File: src/rtl/output_bram_axis_reader.sv
// Streams a finished output frame from port B of the output BRAM onto an
// AXI4-Stream master, using a 2-entry skid FIFO to absorb tready back-pressure.
module output_bram_axis_reader #(
  parameter int DATA_WIDTH = 16,
  parameter int ADDR_WIDTH = 15
) (
  input  logic                  clk,
  input  logic                  Reset,
  input  logic                  start,
  input  logic [ADDR_WIDTH-1:0] frame_len,
  output logic                  busy,
  output logic                  done,
  output logic                  enb_output_BRAM,
  output logic [ADDR_WIDTH-1:0] addrb_output_BRAM,
  input  logic [DATA_WIDTH-1:0] doutb_output_BRAM,
  output logic [DATA_WIDTH-1:0] m_axis_tdata,
  output logic                  m_axis_tvalid,
  input  logic                  m_axis_tready,
  output logic                  m_axis_tlast
);

  typedef enum logic [1:0] {S_Idle, S_Stream, S_Drain, S_Done} state_t;

  localparam logic [ADDR_WIDTH-1:0] ONE = ADDR_WIDTH'(1);

  state_t                  state, state_nxt;
  logic [ADDR_WIDTH-1:0]   len_r;
  logic [ADDR_WIDTH-1:0]   rd_addr;
  logic [ADDR_WIDTH-1:0]   beat_cnt;
  logic [ADDR_WIDTH-1:0]   addr_hold;
  logic                    rd_vld_p0;
  logic                    rd_last_p0;
  logic [DATA_WIDTH-1:0]   fifo_data [2];
  logic [1:0]              fifo_last;
  logic                    wr_ptr, rd_ptr;
  logic [1:0]              fifo_cnt;
  logic [2:0]              occ;
  logic                    push, pop, issue, is_last_addr, is_last_beat;

  assign push         = rd_vld_p0;
  assign pop          = (fifo_cnt != 2'd0) && m_axis_tready;
  assign occ          = {1'b0, fifo_cnt} + {2'b00, rd_vld_p0};
  assign is_last_addr = (rd_addr == (len_r - ONE));
  assign is_last_beat = (beat_cnt == (len_r - ONE));
  // Credit check counts the pop of this cycle so reads resume without a bubble.
  assign issue        = (state == S_Stream) && (occ < (3'd2 + {2'b00, pop}));

  always_comb begin
    state_nxt = state;
    unique case (state)
      S_Idle:   if (start) state_nxt = (frame_len != '0) ? S_Stream : S_Done;
      S_Stream: if (issue && is_last_addr) state_nxt = S_Drain;
      S_Drain:  if (pop && is_last_beat) state_nxt = S_Done;
      S_Done:   state_nxt = S_Idle;
      default:  state_nxt = S_Idle;
    endcase
  end

  // Read-issue stage: control state, counters and the in-flight marker.
  always_ff @(posedge clk) begin
    if (Reset) begin
      state      <= S_Idle;
      len_r      <= '0;
      rd_addr    <= '0;
      beat_cnt   <= '0;
      addr_hold  <= '0;
      rd_vld_p0  <= 1'b0;
      rd_last_p0 <= 1'b0;
      wr_ptr     <= 1'b0;
      rd_ptr     <= 1'b0;
      fifo_cnt   <= 2'd0;
    end else begin
      state      <= state_nxt;
      rd_vld_p0  <= issue;
      rd_last_p0 <= issue && is_last_addr;
      if (state == S_Idle && start && frame_len != '0) begin
        len_r    <= frame_len;
        rd_addr  <= '0;
        beat_cnt <= '0;
      end
      if (issue) begin
        rd_addr   <= rd_addr + ONE;
        addr_hold <= rd_addr;
      end
      if (pop) begin
        beat_cnt <= beat_cnt + ONE;
        rd_ptr   <= ~rd_ptr;
      end
      if (push) wr_ptr <= ~wr_ptr;
      unique case ({push, pop})
        2'b10:   fifo_cnt <= fifo_cnt + 2'd1;
        2'b01:   fifo_cnt <= fifo_cnt - 2'd1;
        default: fifo_cnt <= fifo_cnt;
      endcase
    end
  end

  // Capture stage: BRAM data lands in the FIFO the cycle it becomes valid.
  always_ff @(posedge clk) begin
    if (push) begin
      fifo_data[wr_ptr] <= doutb_output_BRAM;
      fifo_last[wr_ptr] <= rd_last_p0;
    end
  end

  assign busy              = (state == S_Stream) || (state == S_Drain);
  assign done              = (state == S_Done);
  assign enb_output_BRAM   = issue;
  assign addrb_output_BRAM = issue ? rd_addr : addr_hold;
  assign m_axis_tvalid     = (fifo_cnt != 2'd0);
  // Gating by tvalid keeps the unreset data registers invisible after reset.
  assign m_axis_tdata      = m_axis_tvalid ? fifo_data[rd_ptr] : '0;
  assign m_axis_tlast      = m_axis_tvalid && fifo_last[rd_ptr];

endmodule

File: config.mk
export PLATFORM = sky130hd
export DESIGN_NAME = output_bram_axis_reader
export DESIGN_NICKNAME = d
export VERILOG_FILES = /design/src/rtl/output_bram_axis_reader.sv
export SDC_FILE = /design/constraint.sdc
export NUM_CORES = 1
export LEC_CHECK = 0
export BUFFER_PORTS_ARGS = -buffer_cell sky130_fd_sc_hd__clkbuf_2
export CAP_MARGIN = 15
export CORE_MARGIN = 2
export CORE_UTILIZATION = 52
export CTS_CLUSTER_DIAMETER = 150
export CTS_CLUSTER_SIZE = 24
export DETAILED_ROUTE_END_ITERATION = 16
export GPL_TIMING_DRIVEN = 0
export PLACE_DENSITY = 0.73
export SLEW_MARGIN = 20
export SYNTH_ARGS = -nofsm -noshare
export SYNTH_HDL_FRONTEND = slang
export SYNTH_SLANG_ARGS = --single-unit
File: constraint.sdc
create_clock -name clk -period 9.22 [get_ports clk]
set_clock_uncertainty 0.2 [all_clocks]
set_input_delay 0 -clock clk [delete_from_list [all_inputs] [get_ports clk]]
set_output_delay 0 -clock clk [all_outputs]
set_load 0.02 [all_outputs]
# Word level (Yosys, flattened, before mapping)

Memories as Yosys holds them, arrays and structs flattened. A register that Yosys moved wholly into a read port is not among the register bits.
Index checks and enable logic that the tools add are counted.

Input bits: 35
Output and inout bits: 36
Bits in registers: 70
RAM bits: 32
Memories kept: 1

Bitwise logic cells: 2
Order comparisons: 4
$add $sub $neg: 7
Eq/ne operators: 10
Mux-type cells: 20
Reduce and logical (&&, ||, !) cells: 16

Memories:

| memory    | depth | bits a word | read ports | clocked after Yosys merged registers in | wr ports | RTL line | text |
|---|---|---|---|---|---|---|---|
| fifo_data | 2     | 16          | 1          | 1                                       | 1        | 33       | `logic [DATA_WIDTH-1:0] fifo_data [2];` |

Operator list:

| cell                  | count |
|---|---|
| $mux 15               | 4 |
| $add 15x1->15 const B | 2 |
| $eq 15x15->1          | 2 |
| $mux 16               | 1 |
| $reduce_bool 15->1    | 1 |
| $sub 15x1->15 const B | 1 |
| $logic_and 1x1->1     | 8 |
| $mux 2                | 4 |
| $pmux 2 s4            | 1 |
| $reduce_bool 2->1     | 4 |
| $mux 1                | 7 |
| $eq 2x2->1 const B    | 3 |
| $ne 2x2->1 const B    | 3 |
| $eq 2x1->1 const B    | 2 |
| $lt 1x2->1 const B    | 2 |
| $pmux 2 s2            | 1 |
| $add 2x1->3           | 1 |
| $add 2x1->3 const A   | 1 |
| $lt 3x3->1            | 1 |
| $reduce_and 3->1      | 1 |
| $add 2x1->2 const B   | 1 |
| $bwmux 2              | 1 |
| $logic_not 2->1       | 1 |
| $not 1->1             | 2 |
| 4 further kinds       | 4 |

# Longest topological paths before layout

Depth after elaboration: 8
Depth in mapped cells: 12
Gate-level depth less buffers: 11

# Worst setup path before layout

Ideal clock, no wire load.

Kind: register to register
Start point: register len_r[0]
End point: register state[0]
Data arrival time: 3.108 ns
Stages on the path, launching flop included: 13
Clock period less this slack: 3.399 ns
Setup slack: 5.821 ns
Library setup time: 0.091 ns
Data required time: 8.929 ns
Cell sequence: dfxtp_1 > clkbuf_1 > inv_1 > ha_1 > or4b_1 > buf_2 > nor4b_1 > xnor2_1 > xnor2_1 > or4_1 > o41ai_2 > a31oi_1 > a311oi_1

Word-level cells in the longest chain between the ends: 5
Elaborated cells between the ends (all ways): 8
Classes of those cells: add/sub: 1; eq/ne: 4; reduce/logical: 3

Ends and longest elaborated chain:

| item                                 | RTL line | text |
|---|---|---|
| start, declared                      | 27       | `logic [ADDR_WIDTH-1:0] len_r;` |
| start signal, assigned               | 77       | `len_r <= frame_len;` |
| $sub 15x1->15 *                      | 43, 44   |  |
| $eq 15x15->1 (on tied branches)      | 44, 43   |  |
| $logic_and 1x1->1 (on tied branches) | 53, 52   |  |
| $ne 2x2->1 (no line)                 | n/a      |  |
| $reduce_and 3->1 (no line) *         | n/a      |  |
| end signal, assigned                 | 62       | `state <= S_Idle;` |
| end signal, assigned                 | 73       | `state <= state_nxt;` |
| end, declared                        | 26       | `state_t state, state_nxt;` |

Every way passes the cells marked *; elsewhere a longest branch is shown, timed or not.
A chain may end at the register's enable or synchronous reset.

# Final worst setup path

Ends and elaborated chain as after synthesis.

==> flow_summary.json <==
{
  "outcome": "complete, no violations",
  "maximum_number_of_pins_on_one_net_before_global_route_repair": 19,
  "post-route-worst-setup-slack_ps": 5350,
  "setup_viol": 0,
  "antenna_found_initial": 0,
  "power.static_leakage_nw": 2.45,
  "detailedRoute.firstPassIterationCount": 5,
  "period_minus_ws_final_ps": 3870,
  "tns_ps": 0,
  "initial_core_util_pct": 53.7,
  "yosysTopAreaCell": "sky130_fd_sc_hd__dfxtp_1",
  "synth.net_count": 645,
  "postSynth.asyncResetShare_pct": 0,
  "synth.top_cell.area_share_pct": 26.3,
  "core_um2": 9770,
  "cp-end-kind": "register",
  "detailedRoute.firstIterationViolations": 399,
  "most_used_cell_cp": "sky130_fd_sc_hd__xnor2_1",
  "wirelength_um": 13200,
  "floorplan.rows": 36,
  "kind_of_start_point_of_the_critical_path": "register",
  "drc_errors": 0,
  "synth-edff-count": 34,
  "pin_count": 71,
  "drt-met1-wl_um": 5820,
  "report.final.hold_viol_count": 0,
  "post_synth_main_area_contributors": "sky130_fd_sc_hd__dfxtp_1, sky130_fd_sc_hd__edfxtp_1, sky130_fd_sc_hd__nand2_1",
  "synthMostInstantiatedCell": "sky130_fd_sc_hd__nand2_1",
  "globalRoute.totalOverflow": 0,
  "cts_max_level": 3,
  "met3WireLength_um": 649,
  "maxUsedRoutingLayer": "met4",
  "areaGrowthSynthToFinish_pct": 19.5,
  "post_cts.resized_instances": 0,
  "clk_transition_reported_paths_ps": 100,
  "crit_required_ps": 9310,
  "achievable-frequency_ghz": 0.259,
  "rsz0062_at_grt": "no",
  "final-max-slew-violation-count": 0,
  "worstPathCellList": "clkbuf_1, inv_1, ha_1, or4b_1, buf_2, nor4b_1, xnor2_1, xnor2_1, or4_1, o41ai_2, a31oi_1, a311oi_1",
  "clk_path_buf_depth": 2,
  "final_min_period_over_clock_period_pct": 41.9,
  "critPathMaxFanout": 7,
  "port-buffer-count": 69,
  "worst_vdd_drop_mv": 0.106,
  "synth_area_per_cell_um2": 8.76,
  "worst_slew_slack_as_a_fraction_of_its_limit_pct": 43.9,
  "power-per-cell-area_nw_per_um2": 234,
  "postSynthRegisterBits": 103,
  "grt_first_pass_wirelength_um": 21500,
  "worst_path_cell_with_the_longest_stage_delay": "sky130_fd_sc_hd__or4_1",
  "worst-path-buf-inv": 3,
  "transition_time_at_the_pin_with_the_least_slew_margin_ps": 841,
  "synth.distinct_cells": 60,
  "routed-via-count": 4664,
  "cts-buffers-inserted": 9,
  "min-delay-path-class": "input port to register",
  "critPathArrivalTime_ps": 3960,
  "synthesis.area_um2": 5250,
  "viasPerCell": 5.49,
  "clock-sinks": 103,
  "hold_buffers": 33,
  "critical_path_class": "register to register",
  "drive_above_1_share_pct": 14.5,
  "place.gp.congestion": 0.910,
  "grt_pass1_vias": 4404,
  "die_height_um": 104,
  "synth_top_flop_cell": "sky130_fd_sc_hd__dfxtp_1",
  "syn_inst": 599,
  "dp_hpwl_um": 9360,
  "finish.net_count": 758,
  "most_frequent_cells_after_synthesis": "sky130_fd_sc_hd__nand2_1, sky130_fd_sc_hd__nor2_1, sky130_fd_sc_hd__dfxtp_1",
  "total_die_area_um2": 10900,
  "yosys_warnings": 0,
  "ys_seq_area_share_pct": 45.8,
  "tritoncts_clock_tree": "built",
  "cts.repair_timing.setup_buffer_count": 0,
  "insertedDiodeCount": 0,
  "grt_usage_pct": 24.3,
  "met2WireLength_um": 6480,
  "ant_nets": 0,
  "path_delay_family": "simple AND/OR/NAND/NOR gates",
  "peak_per_stage_delay_on_the_critical_path_ps": 490,
  "insertion_delay_of_the_later_clocked_pin_in_the_worst_skew_pair_ps": 380,
  "pre_cts_slack_ps": 5390,
  "maxCapViolations": 0,
  "routedWlPerCell_um": 15.5,
  "cts_root_buffer": "sky130_fd_sc_hd__clkbuf_8",
  "die-width_um": 104
}
[per-layer routing]
metal | vias up | global-route usage (%)
met5 | - | 0
met4 | 0 | 6.47
met3 | 17 | 4.01
met2 | 153 | 42.4
met1 | 2177 | 31.2
li1 | 2317 | -
[sequential cells by signal, summed over array words and instances, names as in the netlist, 2 cells and up, named ones only]
signal / flops
fifo_last: 2
beat_cnt: 15
addr_hold: 15
fifo_data: 32
rd_addr: 15
state: 2
fifo_cnt: 2
len_r: 15
[placed cells by master, fill, tap and decap left out, drive strengths merged, types with 14 or more instances in the layout]
cell type / instances
nand3: 19
nand2: 98
and2: 16
edfxtp: 34
mux2i: 18
clkbuf: 112
nor3: 17
dfxtp: 69
xnor2: 27
and3: 14
nor2: 70
dlygate4sd3: 33
o21ai: 21
xor2: 17
inv: 19
a21oi: 32
[where the power goes]
part | leakage [nW] | internal (mW) | switching (mW)
registers | 0.867 | 0.514 | 0.0313
logic | 1.50 | 0.233 | 0.420
clock network | 0.0890 | 0.102 | 0.169
[through the flow]
step	total power, mW	util [%]	std cells	hold slack (ps)	cell area [um2]
3_3_place_gp	1.17	58.9	801	-7.05	5760
3_5_place_dp	1.19	59.0	801	-7.24	5760
2_1_floorplan	1.02	-	599	-101	5250
5_1_grt	1.56	64.2	850	146	6270
4_1_cts	1.46	64.2	850	134	6270
6_report	1.47	64.2	850	138	6270
[final timing paths]
path / cells after the start / end / start / slack [ps]
worst max-delay path: 12 / state[0]$_SDFFE_PP0P_ / len_r[0]$_SDFFE_PP0P_ / 5350
worst min-delay path: 5 / beat_cnt[1]$_SDFFE_PP0P_ / m_axis_tready / 140
worst max register to register: 12 / state[0]$_SDFFE_PP0P_ / len_r[0]$_SDFFE_PP0P_ / 5350
worst min register to register: 0 / fifo_last[1]$_DFFE_PP_ / rd_last_p0$_SDFF_PP0_ / 250
[kinds of logic after synthesis]
group,share of synthesized area (%)
AND/OR/NAND/NOR,24.1
flip-flops,45.8
AO/OA/AOI/OAI,11.9
buffers and inverters,4.41
XOR/XNOR,7.34
multiplexers,3.86
adder cells (fa/ha/maj),2.62
[worst min-delay path, stage by stage]
cell and delay [ps]:
sky130_fd_sc_hd__clkbuf_2 80, sky130_fd_sc_hd__o21ai_1 190, sky130_fd_sc_hd__clkinv_1 240, sky130_fd_sc_hd__nand2_1 80, sky130_fd_sc_hd__a21oi_1 100
[final cells by class]
class	count	area, um2
plain buffers	39	164
clock buffers	9	124
clock inverters	7	56.3
fillers	801	3500
inverters	18	67.6
multi-input cells	439	2620
flip-flops and latches	103	2400
well taps	133	166
repair buffers	102	676
(Power assumes the default switching activity.)
